--- config.mk ---
export PLATFORM = sky130hd
export DESIGN_NAME = lsu
export DESIGN_NICKNAME = d
export VERILOG_FILES = /design/src/rtl/lsu.sv
export SDC_FILE = /design/constraint.sdc
export NUM_CORES = 1
export LEC_CHECK = 0
export CAP_MARGIN = 30
export CORE_MARGIN = 1
export CORE_UTILIZATION = 45
export DETAILED_ROUTE_END_ITERATION = 8
export DONT_BUFFER_PORTS = 1
export MAX_ROUTING_LAYER = met4
export PLACE_DENSITY = 0.66
export SETUP_SLACK_MARGIN = 0.5
export SLEW_MARGIN = 5
export SYNTH_ARGS = -nofsm -noshare
export SYNTH_HDL_FRONTEND = slang
export SYNTH_SLANG_ARGS = --single-unit
--- constraint.sdc ---
create_clock -name i_clk -period 1.9 [get_ports i_clk]
set_clock_uncertainty 0.15 [all_clocks]
set_input_delay 0.095 -clock i_clk [delete_from_list [all_inputs] [get_ports i_clk]]
set_output_delay 0.095 -clock i_clk [all_outputs]
set_load 0.05 [all_outputs]
--- src/rtl/lsu.sv ---
// ---------------------------------------------------------------------------
// lsu -- load/store unit between the core pipeline and a data memory port.
//
// A load or store is accepted while the FSM is in IDLE. The address, byte
// enables and store data are captured and the request is presented to memory.
// Load data is lane-extracted and sign- or zero-extended into o_ld_data.
// Misaligned or illegal accesses, and transactions that exceed TIMEOUT
// memory cycles, produce a one-cycle o_err pulse.
//
// Ports
//   i_clk, i_rst_n         clock; asynchronous active-low reset
//   i_mem_rden/i_mem_wren  load / store present (both high = store)
//   i_funct3               size/sign: 000 B, 001 H, 010 W, 100 BU, 101 HU
//   i_addr, i_st_data      byte address, store source data
//   o_ld_data              extended load result
//   o_stall                hold the pipeline while high
//   o_err                  one-cycle error pulse
//   o_dmem_*               memory request channel (word address, lane enables)
//   i_dmem_gnt/rvalid/rdata memory grant and read response
// ---------------------------------------------------------------------------
module lsu #(
  parameter int TIMEOUT = 64
) (
  input  logic        i_clk,
  input  logic        i_rst_n,
  input  logic        i_mem_rden,
  input  logic        i_mem_wren,
  input  logic [2:0]  i_funct3,
  input  logic [31:0] i_addr,
  input  logic [31:0] i_st_data,
  output logic [31:0] o_ld_data,
  output logic        o_stall,
  output logic        o_err,
  output logic        o_dmem_req,
  output logic        o_dmem_we,
  output logic [31:0] o_dmem_addr,
  output logic [3:0]  o_dmem_be,
  output logic [31:0] o_dmem_wdata,
  input  logic        i_dmem_gnt,
  input  logic        i_dmem_rvalid,
  input  logic [31:0] i_dmem_rdata
);

  localparam logic [7:0] TMO = TIMEOUT[7:0];

  typedef enum logic [1:0] {IDLE, REQ, WAIT_R, DONE} state_t;

  state_t      state_reg, state_next;
  logic [7:0]  cnt_reg;
  logic [2:0]  funct3_reg;
  logic [1:0]  offset_reg;
  logic        we_reg;
  logic        err_reg;
  logic [31:0] ld_data_reg;
  logic [31:0] addr_reg;
  logic [3:0]  be_reg;
  logic [31:0] wdata_reg;

  logic        access;
  logic        legal;
  logic        accept;
  logic        timeout_hit;
  logic [3:0]  be_next;
  logic [31:0] wdata_next;
  logic [31:0] ld_extract;
  logic [7:0]  ld_byte;
  logic [15:0] ld_half;

  assign access = i_mem_rden | i_mem_wren;

  // Legality check; a store wins when both enables are high.
  always_comb begin
    legal = 1'b0;
    case (i_funct3)
      3'b000:  legal = 1'b1;
      3'b001:  legal = ~i_addr[0];
      3'b010:  legal = (i_addr[1:0] == 2'b00);
      3'b100:  legal = ~i_mem_wren;
      3'b101:  legal = ~i_mem_wren & ~i_addr[0];
      default: legal = 1'b0;
    endcase
  end

  assign accept = (state_reg == IDLE) && access && legal;

  always_comb begin
    be_next    = 4'b1111;
    wdata_next = i_st_data;
    case (i_funct3[1:0])
      2'b00: begin
        be_next    = 4'b0001 << i_addr[1:0];
        wdata_next = {4{i_st_data[7:0]}};
      end
      2'b01: begin
        be_next    = 4'b0011 << i_addr[1:0];
        wdata_next = {2{i_st_data[15:0]}};
      end
      default: begin
        be_next    = 4'b1111;
        wdata_next = i_st_data;
      end
    endcase
  end

  // Lane extraction uses the offset captured at accept time.
  always_comb begin
    ld_byte    = i_dmem_rdata[7:0];
    ld_half    = offset_reg[1] ? i_dmem_rdata[31:16] : i_dmem_rdata[15:0];
    ld_extract = i_dmem_rdata;
    case (offset_reg)
      2'b00:   ld_byte = i_dmem_rdata[7:0];
      2'b01:   ld_byte = i_dmem_rdata[15:8];
      2'b10:   ld_byte = i_dmem_rdata[23:16];
      default: ld_byte = i_dmem_rdata[31:24];
    endcase
    case (funct3_reg)
      3'b000:  ld_extract = {{24{ld_byte[7]}}, ld_byte};
      3'b001:  ld_extract = {{16{ld_half[15]}}, ld_half};
      3'b100:  ld_extract = {24'd0, ld_byte};
      3'b101:  ld_extract = {16'd0, ld_half};
      default: ld_extract = i_dmem_rdata;
    endcase
  end

  // The counter is cleared on entry to REQ, so this fires on the
  // TIMEOUT-th memory cycle of the transaction.
  assign timeout_hit = ((cnt_reg + 8'd1) == TMO);

  // FSM: state register
  always_ff @(posedge i_clk or negedge i_rst_n) begin
    if (!i_rst_n) state_reg <= IDLE;
    else          state_reg <= state_next;
  end

  // FSM: next state; a grant or read response wins over a same-cycle timeout.
  always_comb begin
    state_next = state_reg;
    case (state_reg)
      IDLE: begin
        if (access) state_next = legal ? REQ : DONE;
      end
      REQ: begin
        if (i_dmem_gnt)       state_next = we_reg ? DONE : WAIT_R;
        else if (timeout_hit) state_next = DONE;
      end
      WAIT_R: begin
        if (i_dmem_rvalid || timeout_hit) state_next = DONE;
      end
      default: state_next = IDLE;
    endcase
  end

  // FSM: outputs
  always_comb begin
    o_stall    = 1'b0;
    o_dmem_req = 1'b0;
    o_dmem_we  = 1'b0;
    case (state_reg)
      IDLE:   o_stall = access & legal;
      REQ: begin
        o_stall    = 1'b1;
        o_dmem_req = 1'b1;
        o_dmem_we  = we_reg;
      end
      WAIT_R: o_stall = 1'b1;
      default: o_stall = 1'b0;
    endcase
  end

  // Datapath registers
  always_ff @(posedge i_clk or negedge i_rst_n) begin
    if (!i_rst_n) begin
      cnt_reg     <= 8'd0;
      funct3_reg  <= 3'd0;
      offset_reg  <= 2'd0;
      we_reg      <= 1'b0;
      err_reg     <= 1'b0;
      ld_data_reg <= 32'd0;
      addr_reg    <= 32'd0;
      be_reg      <= 4'd0;
      wdata_reg   <= 32'd0;
    end else begin
      err_reg <= 1'b0;
      if (accept) begin
        cnt_reg    <= 8'd0;
        funct3_reg <= i_funct3;
        offset_reg <= i_addr[1:0];
        we_reg     <= i_mem_wren;
        addr_reg   <= {i_addr[31:2], 2'b00};
        be_reg     <= be_next;
        wdata_reg  <= wdata_next;
      end
      if (state_reg == IDLE && access && !legal) err_reg <= 1'b1;
      if (state_reg == REQ || state_reg == WAIT_R) cnt_reg <= cnt_reg + 8'd1;
      if (state_reg == WAIT_R && i_dmem_rvalid) begin
        ld_data_reg <= ld_extract;
      end else if ((state_reg == REQ && !i_dmem_gnt && timeout_hit) ||
                   (state_reg == WAIT_R && timeout_hit)) begin
        err_reg     <= 1'b1;
        ld_data_reg <= 32'd0;
      end
    end
  end

  assign o_err        = err_reg;
  assign o_ld_data    = ld_data_reg;
  assign o_dmem_addr  = addr_reg;
  assign o_dmem_be    = be_reg;
  assign o_dmem_wdata = wdata_reg;

endmodule

==> Word-level counts from Yosys, hierarchy flattened <==
Cells that the tools add are included.
{ "classes": {"n_reduce_logical": 22, "n_shift": 2, "eq_ne": 16, "add_sub_neg": 1, "bitwise_logic": 5, "muxes": 23} }
{ "ops": {"columns": ["cell", "count"], "rows": [
  ["$pmux W32 S4", 1],
  ["$mux W32", 2],
  ["$pmux W32 S2", 1],
  ["$pmux W8 S3", 1],
  ["$mux W16", 1],
  ["$mux W8", 2],
  ["$eq A3 B3 Y1 const B", 4],
  ["$mux W2", 5],
  ["$add A8 B1 Y8 const B", 1],
  ["$eq A8 B7 Y1 const B", 1],
  ["$logic_not A2 Y1", 4],
  ["$pmux W4 S2", 1],
  ["$logic_and A1 B1 Y1", 7],
  ["$eq A2 B1 Y1 const B", 3],
  ["$eq A3 B1 Y1 const B", 2],
  ["$logic_not A3 Y1", 2],
  ["$mux W1", 6],
  ["$pmux W2 S3", 1],
  ["$pmux W1 S5", 1],
  ["$eq A2 B2 Y1 const B", 2],
  ["$ne A2 B2 Y1 const B", 2],
  ["$reduce_bool A2 Y1", 2],
  ["$shl A1 B2 Y4 const A", 1],
  ["$shl A2 B2 Y4 const A", 1],
  ["10 further kinds", 15]
]} }
{ "totals": {"elab_cells": 79, "inputBits": 105, "output_inout_bits": 104, "reg_bits": 115} }

==> Depth between registers and ports, before layout <==
Gate-level depths: netlist of the first run.
{ "depth": {"word_depth": 8, "mapped_depth": 8, "mapped_depth_nobuf": 6} }

==> Worst setup path after synthesis of the first run <==
OpenSTA, ideal clock, no wires.
{ "synth_path": {"kind": "register to output", "startpoint": "reg state_reg[0]", "endpoint": "out o_stall", "stages_incl_launch_ff": 8, "arrival_ps": 2155, "t_required_ps": 1655, "path_buffers": 2, "setup_slack_ps": -500, "cell_sequence": "dfrtp_1 > inv_1 > ha_1 > o21ai_0 > or2_1 > buf_2 > clkbuf_1 > a21oi_1"} }
{ "synth_via": {"elab_chain_cells": 3, "elab_cells_between_ends": 5, "classes_between": "eq/ne (2); mux (1); reduce/logical (2)"} }
{ "synth_lines": {"columns": ["element", "line_no", "source"], "rows": [
  ["from (decl)", "48", "state_t state_reg, state_next;"],
  ["from (signal assigned)", "132", "else state_reg <= state_next;"],
  ["$eq A2 B1 Y1 or $eq A2 B2 Y1 (tied branches)", "158", "case (state_reg)"],
  ["$reduce_or A2 Y1 (no source line)", null, null],
  ["$pmux W1 S2 *", "158", null],
  ["to (decl)", "32", "output logic o_stall,"]
]} }
Mark *: on every way between the ends. The rest lies on a longest branch, timed or not.

==> Final worst setup path of the first run <==
{ "layout_path": {"startpoint": "reg cnt_reg[0]", "endpoint": "reg state_reg[1]"} }
{ "layout_via": {"elab_chain_cells": 5, "elab_cells_between_ends": 6, "classes_between": "add/sub (1); eq/ne (3); reduce/logical (2)"} }
{ "layout_lines": {"columns": ["element", "line_no", "source"], "rows": [
  ["from (decl)", "49", "logic [7:0] cnt_reg;"],
  ["from (signal assigned)", "194", "if (state_reg == REQ || state_reg == WAIT_R) cnt_reg <= cnt_reg + 8'd1;"],
  ["$add A8 B1 Y8 *", "127", "assign timeout_hit = ((cnt_reg + 8'd1) == TMO);"],
  ["$eq A8 B7 Y1 *", "127", null],
  ["$logic_or A1 B1 Y1", "147", "if (i_dmem_rvalid || timeout_hit) state_next = DONE;"],
  ["$ne A2 B2 Y1 (no source line)", null, null],
  ["$reduce_and A3 Y1 (no source line) *", null, null]
]} }
Marks and branches as above.
A chain may end at the register's enable or synchronous reset.

==> impl_metrics.ini, run 1 <==
[timing]
worst_slew_pin_slew_ns = 0.748
finalSetupViolations = 107
rsz0062_at_grt = true
min_period_over_period = 1.13
finalHoldViolations = 115
fin_setup_tns_ns = -10.40
period_needed_ns = 2.15
maxSlewHeadroom = 0.499
clock.fmax_mhz = 466
final_max_slew_viol_count = 0
setup_ws_ns = -0.248
timing.hold.ws_ns = -0.782

[worst_setup_path]
endpoint_kind = register
critPathKind = register to register
startpoint_type = register
crit_path_max_fanout = 4
critPathArrivalTime_ns = 2.30
cp.required_ns = 2.05

[global_route]
grt_pass1_wl_um = 26700
grt_overflow = 0
track_usage = 0.288
grt_pass1_vias = 5053
antenna_found_initial = 0
grt_max_degree = 116

[routing]
drc = 11
vias_per_cell = 5.96
vias = 4893
firstDrtPassIters = 7
drt_wl_total_um = 18300
drt_iter0_markers = 425
routedWlPerCell_um = 22.3
ant_nets = 0

[synthesis]
synth.area.top_cells = dfrtp_1 53%, mux2_2 9.7%, mux2i_1 6.1%, o21ai_0 5.7%, nand2_1 3.7%
synthMuxAreaShare = 0.162
yosysWarnings = 0
synth_top_cell_by_area = dfrtp_1
synth_top_family_by_area = compound AO/OA/AOI/OAI gates
syn_area_um2 = 5440
yosys.area_share.simple = 0.0826
synthArstFlopShare = 1.00
synthAdderAreaFrac = 0.0115
synth.most_common_cell = dfrtp_1
synth_compound_area_frac = 0.167
ys_seq_area_frac = 0.529
synth_xor_area_frac = 0.00966
synth.top_cell.area_share = 0.529
ys.flop_type = dfrtp_1
synth_cell_types = 44
synthCells = 492
synth_seq_cells = 115
synth_commonest_cells = 115 x dfrtp_1, 62 x o21ai_0, 54 x nand2_1, 47 x mux2_2, 33 x mux2i_1
syn_avg_cell_area_um2 = 11.1
synth_edf_count = 0

[power_and_ir_drop]
leakage_nw = 3.93
fin_total_pwr_mw = 17.3
ir_worst_vdd_mv = 1.42
power-per-cell-area_nw_per_um2 = 1970

[min_path]
hp-class = input port to async pin

[floorplanning]
die_w_um = 112
io_pins = 209
dieArea_um2 = 12500
rows = 39
core_um2 = 11600
initial_core_util = 0.468
die_y_um = 112

[layout]
utilization = 0.754
nFillCells = 692
layout.nets = 776
final_cell_area_um2 = 8760
antenna_cells = 0
drive_above_1_share = 0.369
area_growth_pct = 61.0

[clocking]
cts_tree = done
cts_buffer_depth = 2
clock-sinks = 115
path_clk_slew_ns = 0.06
cts_buffers = 17
cts-root-buf = clkbuf_16
cts_max_level = 4
clkLatencyLatePin_ns = 0.42

[placement]
portBuffers = 0
place_hpwl_um = 9080
placed_cell_area_um2 = 5930
place_congestion = 0.844

[flow_run]
cap_violations = 0

[run_status]
failed_checks = design-rule violations, negative hold slack, negative setup slack
outcome = complete, but fails checks
logic make-up (layout without fill, tap and decap cells):
logic type,count (synthesis),count (layout)
AND/OR/NAND/NOR,103,103
AO/OA/AOI/OAI,141,143
other,1,2
buffers and inverters,40,223
adder cells (fa/ha/maj),5,5
XOR/XNOR,6,6
multiplexers,81,81
flip-flops,115,115
placed cells by master (no fill, tap or decap), types with 7 or more instances in the layout:
cell type and n:
mux2i_1 33, o2bb2ai_2 9, buf_12 16, nand2_2 13, a211oi_2 7, a21oi_1 17
a21bo_1 11, dlygate4sd3_1 103, dfrtp_1 114, buf_6 12, o21ai_2 21, clkbuf_16 17
o21ai_0 24, nand2_1 31, buf_16 12, nand2_4 10, o21ai_1 12, o22ai_1 14
buf_4 38, a2bb2oi_1 7, nor2_1 25, mux2_4 8, mux2_2 39
layout make-up:
class,count,area [um^2],area share
Timing Repair Buffer,185,2160,0.247
Sequential cell,115,2880,0.329
Inverter,7,26.3,0.00300
Tap cell,143,179,0.0204
Clock buffer,23,498,0.0568
Multi-Input combinational cell,340,2870,0.328
Clock inverter,8,146,0.0167
what timing repair did:
item / in CTS / in global routing
buffers inserted: 15 / 10
resized for setup: 86 / 51
hold buffers: 102 / 2
cloned: 12 / 2
endpoints found under the hold margin: 222 / 117
pin swaps: 30 / 7
setup endpoints to repair: 118 / 118
final timing paths:
path / startpoint / endpoint / slack, ns / depth (start not counted)
max in group asynchronous: i_rst_n / o_dmem_wdata[6] / 2.25 / 0
worst max register to register: cnt_reg[0] / state_reg[1] / -0.25 / 7
worst max-delay path: cnt_reg[0] / state_reg[1] / -0.25 / 7
worst min register to register: we_reg / we_reg / 0.38 / 1
min in group i_clk: i_dmem_rdata[19] / o_ld_data[3] / 0 / 3
worst min-delay path: i_rst_n / o_ld_data[29] / -0.78 / 0
worst max-delay path: stages (launching register included):
cell,delay (ns)
dfrtp_1,0.41
ha_4,0.15
or3b_1,0.35
mux2i_1,0.16
nand4_1,0.13
buf_6,0.16
a22oi_2,0.17
mux2_2,0.36
metal layers:
layer,up-vias,share of wire,track usage
li1,2114,-,-
met1,2430,0.37,0.322
met2,280,0.51,0.483
met3,69,0.074,0.0800
met4,0,0.038,0.124
met5,-,0,-
power breakdown:
| group | internal (mW) | switching, mW | total (mW) |
|---|---|---|---|
| clock | 2.36 | 1.13 | 3.49 |
| sequential | 3.54 | 4.37 | 7.90 |
| combinational | 3.03 | 2.85 | 5.87 |
| total | 8.92 | 8.35 | 17.3 |
stage by stage:
| step | instances | worst slack [ns] | hold slack, ns |
|---|---|---|---|
| after floorplan | 493 | -0.0897 | -0.351 |
| after global placement | 646 | -0.242 | -0.348 |
| after detailed placement | 646 | -0.337 | -0.348 |
| after CTS | 806 | -0.178 | -0.783 |
| after global routing | 821 | -0.292 | -0.794 |
| final | 821 | -0.248 | -0.782 |
No activity file was read; power rests on OpenSTA's default activity.
==> inputs of run 2 (changes only) <==
--- a/config.mk
+++ b/config.mk
@@ -7,11 +7,11 @@
 export LEC_CHECK = 0
 export CAP_MARGIN = 30
 export CORE_MARGIN = 1
-export CORE_UTILIZATION = 45
+export CORE_UTILIZATION = 57
 export DETAILED_ROUTE_END_ITERATION = 8
 export DONT_BUFFER_PORTS = 1
 export MAX_ROUTING_LAYER = met4
-export PLACE_DENSITY = 0.66
+export PLACE_DENSITY = 0.79
 export SETUP_SLACK_MARGIN = 0.5
 export SLEW_MARGIN = 5
 export SYNTH_ARGS = -nofsm -noshare
==> run 2 against run 1 <==
The run now fails in 5_1_grt. Area after synthesis is the same. Synthesized cell count stayed put.
==> impl_metrics.ini, run 2 <==
[run_status]
outcome = aborted with a tool error
stop_stage = 5_1_grt
toolErrorMsg = [ERROR GRT-0232] Routing congestion too high. Check the congestion heatmap in the GUI.

[clocking]
cts_max_level = 4
cts-root-buf = clkbuf_8
cts_buffer_depth = 2
cts_buffers = 17
clock-sinks = 115

[global_route]
grt_overflow = 298
track_usage = 0.888
grt_max_degree = 116

[synthesis]
synthArstFlopShare = 1.00
synth.most_common_cell = dfrtp_1
synth_commonest_cells = 115 x dfrtp_1, 62 x o21ai_0, 54 x nand2_1, 47 x mux2_2, 33 x mux2i_1
synth.top_cell.area_share = 0.529
synth_edf_count = 0
synth_top_cell_by_area = dfrtp_1
yosysWarnings = 0
ys_seq_area_frac = 0.529
syn_area_um2 = 5440
synth_cell_types = 44
synth_seq_cells = 115
ys.flop_type = dfrtp_1
synth.area.top_cells = dfrtp_1 53%, mux2_2 9.7%, mux2i_1 6.1%, o21ai_0 5.7%, nand2_1 3.7%
synthCells = 492
syn_avg_cell_area_um2 = 11.1

[placement]
place_congestion = 0.893
portBuffers = 0
placed_cell_area_um2 = 5930
place_hpwl_um = 8880

[floorplanning]
io_pins = 209
die_w_um = 99.7
initial_core_util = 0.589
die_y_um = 99.7
rows = 35

[timing]
grt-worst-endpoint = state_reg[0]$_DFFE_PN0P_/D
endpoint_type = register data pin
[run 2: kinds of logic after synthesis]
family	synth area share
flops	0.529
xor+xnor	0.00966
mux	0.162
fa+ha+maj	0.0115
buf+inv	0.0375
other cells	0.000689
simple gates	0.0826
compound gates	0.167
[run 2: per-stage QoR]
| stage | utilization | std cells | setup slack [ns] |
|---|---|---|---|
| detailed placement | 0.641 | 634 | -0.385 |
| floorplan | - | 493 | -0.0897 |
| CTS | 0.946 | 823 | -0.151 |
| global placement | 0.641 | 634 | -0.278 |
[run 2: metal layers]
layer,overflow,track usage
met4,120,1.00
met5,-,-
met2,177,1.06
met1,0,0.843
met3,1,0.663
[run 2: timing repair]
item                                   4_1_cts
hold buffers                               122
pin swaps                                   25
setup buffers                               21
cloned                                      15
setup endpoints to repair                  200
endpoints found under the hold margin      222
gates resized for setup                    179
==> inputs of run 3 (changes only) <==
--- a/config.mk
+++ b/config.mk
@@ -7,12 +7,10 @@
 export LEC_CHECK = 0
 export CAP_MARGIN = 30
 export CORE_MARGIN = 1
-export CORE_UTILIZATION = 57
+export CORE_UTILIZATION = 40
 export DETAILED_ROUTE_END_ITERATION = 8
 export DONT_BUFFER_PORTS = 1
-export MAX_ROUTING_LAYER = met4
-export PLACE_DENSITY = 0.79
-export SETUP_SLACK_MARGIN = 0.5
+export PLACE_DENSITY_LB_ADDON = 0.15
 export SLEW_MARGIN = 5
 export SYNTH_ARGS = -nofsm -noshare
 export SYNTH_HDL_FRONTEND = slang
==> constraint.sdc (replaced) <==
create_clock -name i_clk -period 2.5 [get_ports i_clk]
set_clock_uncertainty 0.15 [all_clocks]
set_input_delay 0.125 -clock i_clk [delete_from_list [all_inputs] [get_ports i_clk]]
set_output_delay 0.125 -clock i_clk [all_outputs]
set_load 0.05 [all_outputs]
==> run 3 against run 2 <==
The flow now finishes, with violations (negative hold slack).
==> impl_metrics.ini, run 3 (synthesis results as in run 1) <==
[routing]
firstDrtPassIters = 4
drt_iter0_markers = 238
routedWlPerCell_um = 18.9
ant_nets = 0
vias = 4433
vias_per_cell = 5.40
drc = 0
drt_wl_total_um = 15500

[layout]
layout.nets = 742
final_cell_area_um2 = 7630
drive_above_1_share = 0.178
antenna_cells = 0
final_cell_mix = 128 x dlygate4sd3_1, 115 x dfrtp_1, 61 x o21ai_0
area_growth_pct = 40.3
final_common_cell = dlygate4sd3_1

[worst_setup_path]
endpoint_kind = output port
critPathKind = input port to output port
cp.required_ns = 2.23
crit_path_max_fanout = 31
critPathArrivalTime_ns = 2.09
startpoint_type = input port

[timing]
worst_slew_pin_slew_ns = 0.579
final_max_slew_viol_count = 0
finalSetupViolations = 0
period_needed_ns = 2.37
setup_ws_ns = 0.132
rsz0062_at_grt = false
min_period_over_period = 0.947
finalHoldViolations = 115
maxSlewHeadroom = 0.614
fin_setup_tns_ns = 0
clock.fmax_mhz = 422
timing.hold.ws_ns = -0.736

[power_and_ir_drop]
fin_total_pwr_mw = 11.4
ir_worst_vdd_mv = 0.781
leakage_nw = 3.40
power-per-cell-area_nw_per_um2 = 1490

[floorplanning]
core_um2 = 13200
initial_core_util = 0.411
die_y_um = 119
io_pins = 209
die_w_um = 119
dieArea_um2 = 14100
rows = 42

[global_route]
grt_pass1_vias = 4715
grt_pass1_wl_um = 24600
grt_max_degree = 116
antenna_found_initial = 0
track_usage = 0.227
grt_overflow = 0

[placement]
place_hpwl_um = 9360
place_congestion = 0.833
portBuffers = 0
dp_worst_setup_slack_ns = 0.0888
placed_cell_area_um2 = 5630

[clocking]
cts-root-buf = clkbuf_16
cts_tree = done
hold_buffers = 129
cts_buffers = 17
cts_max_level = 4
clock-sinks = 115
clkLatencyLatePin_ns = 0.41
path_clk_slew_ns = 0.05
cts_buffer_depth = 2

[min_path]
hp-class = input port to async pin

[run_status]
failed_checks = negative hold slack
outcome = complete, but fails checks

[flow_run]
cap_violations = 0
-- run 3: per-layer routing --
metal | vias up | global-route usage | routed length [um]
met5 | - | 0 | 0
met2 | 210 | 0.376 | 7710
met3 | 22 | 0.0951 | 1330
met1 | 2174 | 0.258 | 6150
met4 | 0 | 0.0894 | 289
li1 | 2027 | - | -
-- run 3: layout make-up --
| class | instances | area (um^2) |
|---|---|---|
| Fill cell | 1129 | 5610 |
| Sequential cell | 115 | 2880 |
| Multi-Input combinational cell | 339 | 2390 |
| Timing Repair Buffer | 152 | 1500 |
| Clock buffer | 23 | 498 |
| Tap cell | 176 | 220 |
| Clock inverter | 9 | 125 |
| Inverter | 7 | 26.3 |
-- run 3: stage by stage --
| stage | cells | util |
|---|---|---|
| after floorplan | 493 | - |
| after global placement | 651 | 0.425 |
| after detailed placement | 651 | 0.425 |
| after CTS | 812 | 0.570 |
| after global routing | 821 | 0.577 |
| final | 821 | 0.577 |
-- run 3: power by group --
group / switching [mW] / internal, mW / total [mW]
Clock: 0.839 / 1.69 / 2.53
Combinational: 1.31 / 1.38 / 2.69
Sequential: 3.45 / 2.69 / 6.13
Total: 5.60 / 5.76 / 11.4
-- run 3: repair_timing --
action,in CTS,in global routing
buffers inserted,0,8
endpoints found under the setup margin,0,17
gates resized for setup,0,3
hold endpoints to repair,220,115
-- run 3: worst paths after layout --
path	from	endpoint	slack, ns	cells past startpoint
max reg2reg	cnt_reg[0]	o_ld_data[16]	0.21	7
max	i_funct3[1]	o_stall	0.13	7
min in group i_clk	i_mem_rden	state_reg[1]	0.05	3
max in group asynchronous	i_rst_n	o_dmem_wdata[24]	2.69	0
min	i_rst_n	o_ld_data[29]	-0.74	0
min reg2reg	we_reg	we_reg	0.34	1
-- run 3: critical path: stages --
cell and delay (ns):
dlygate4sd3_1 0.58, buf_12 0.19, a221oi_1 0.28, nor2_1 0.17
or2_4 0.32, a21oi_1 0.18, buf_4 0.22
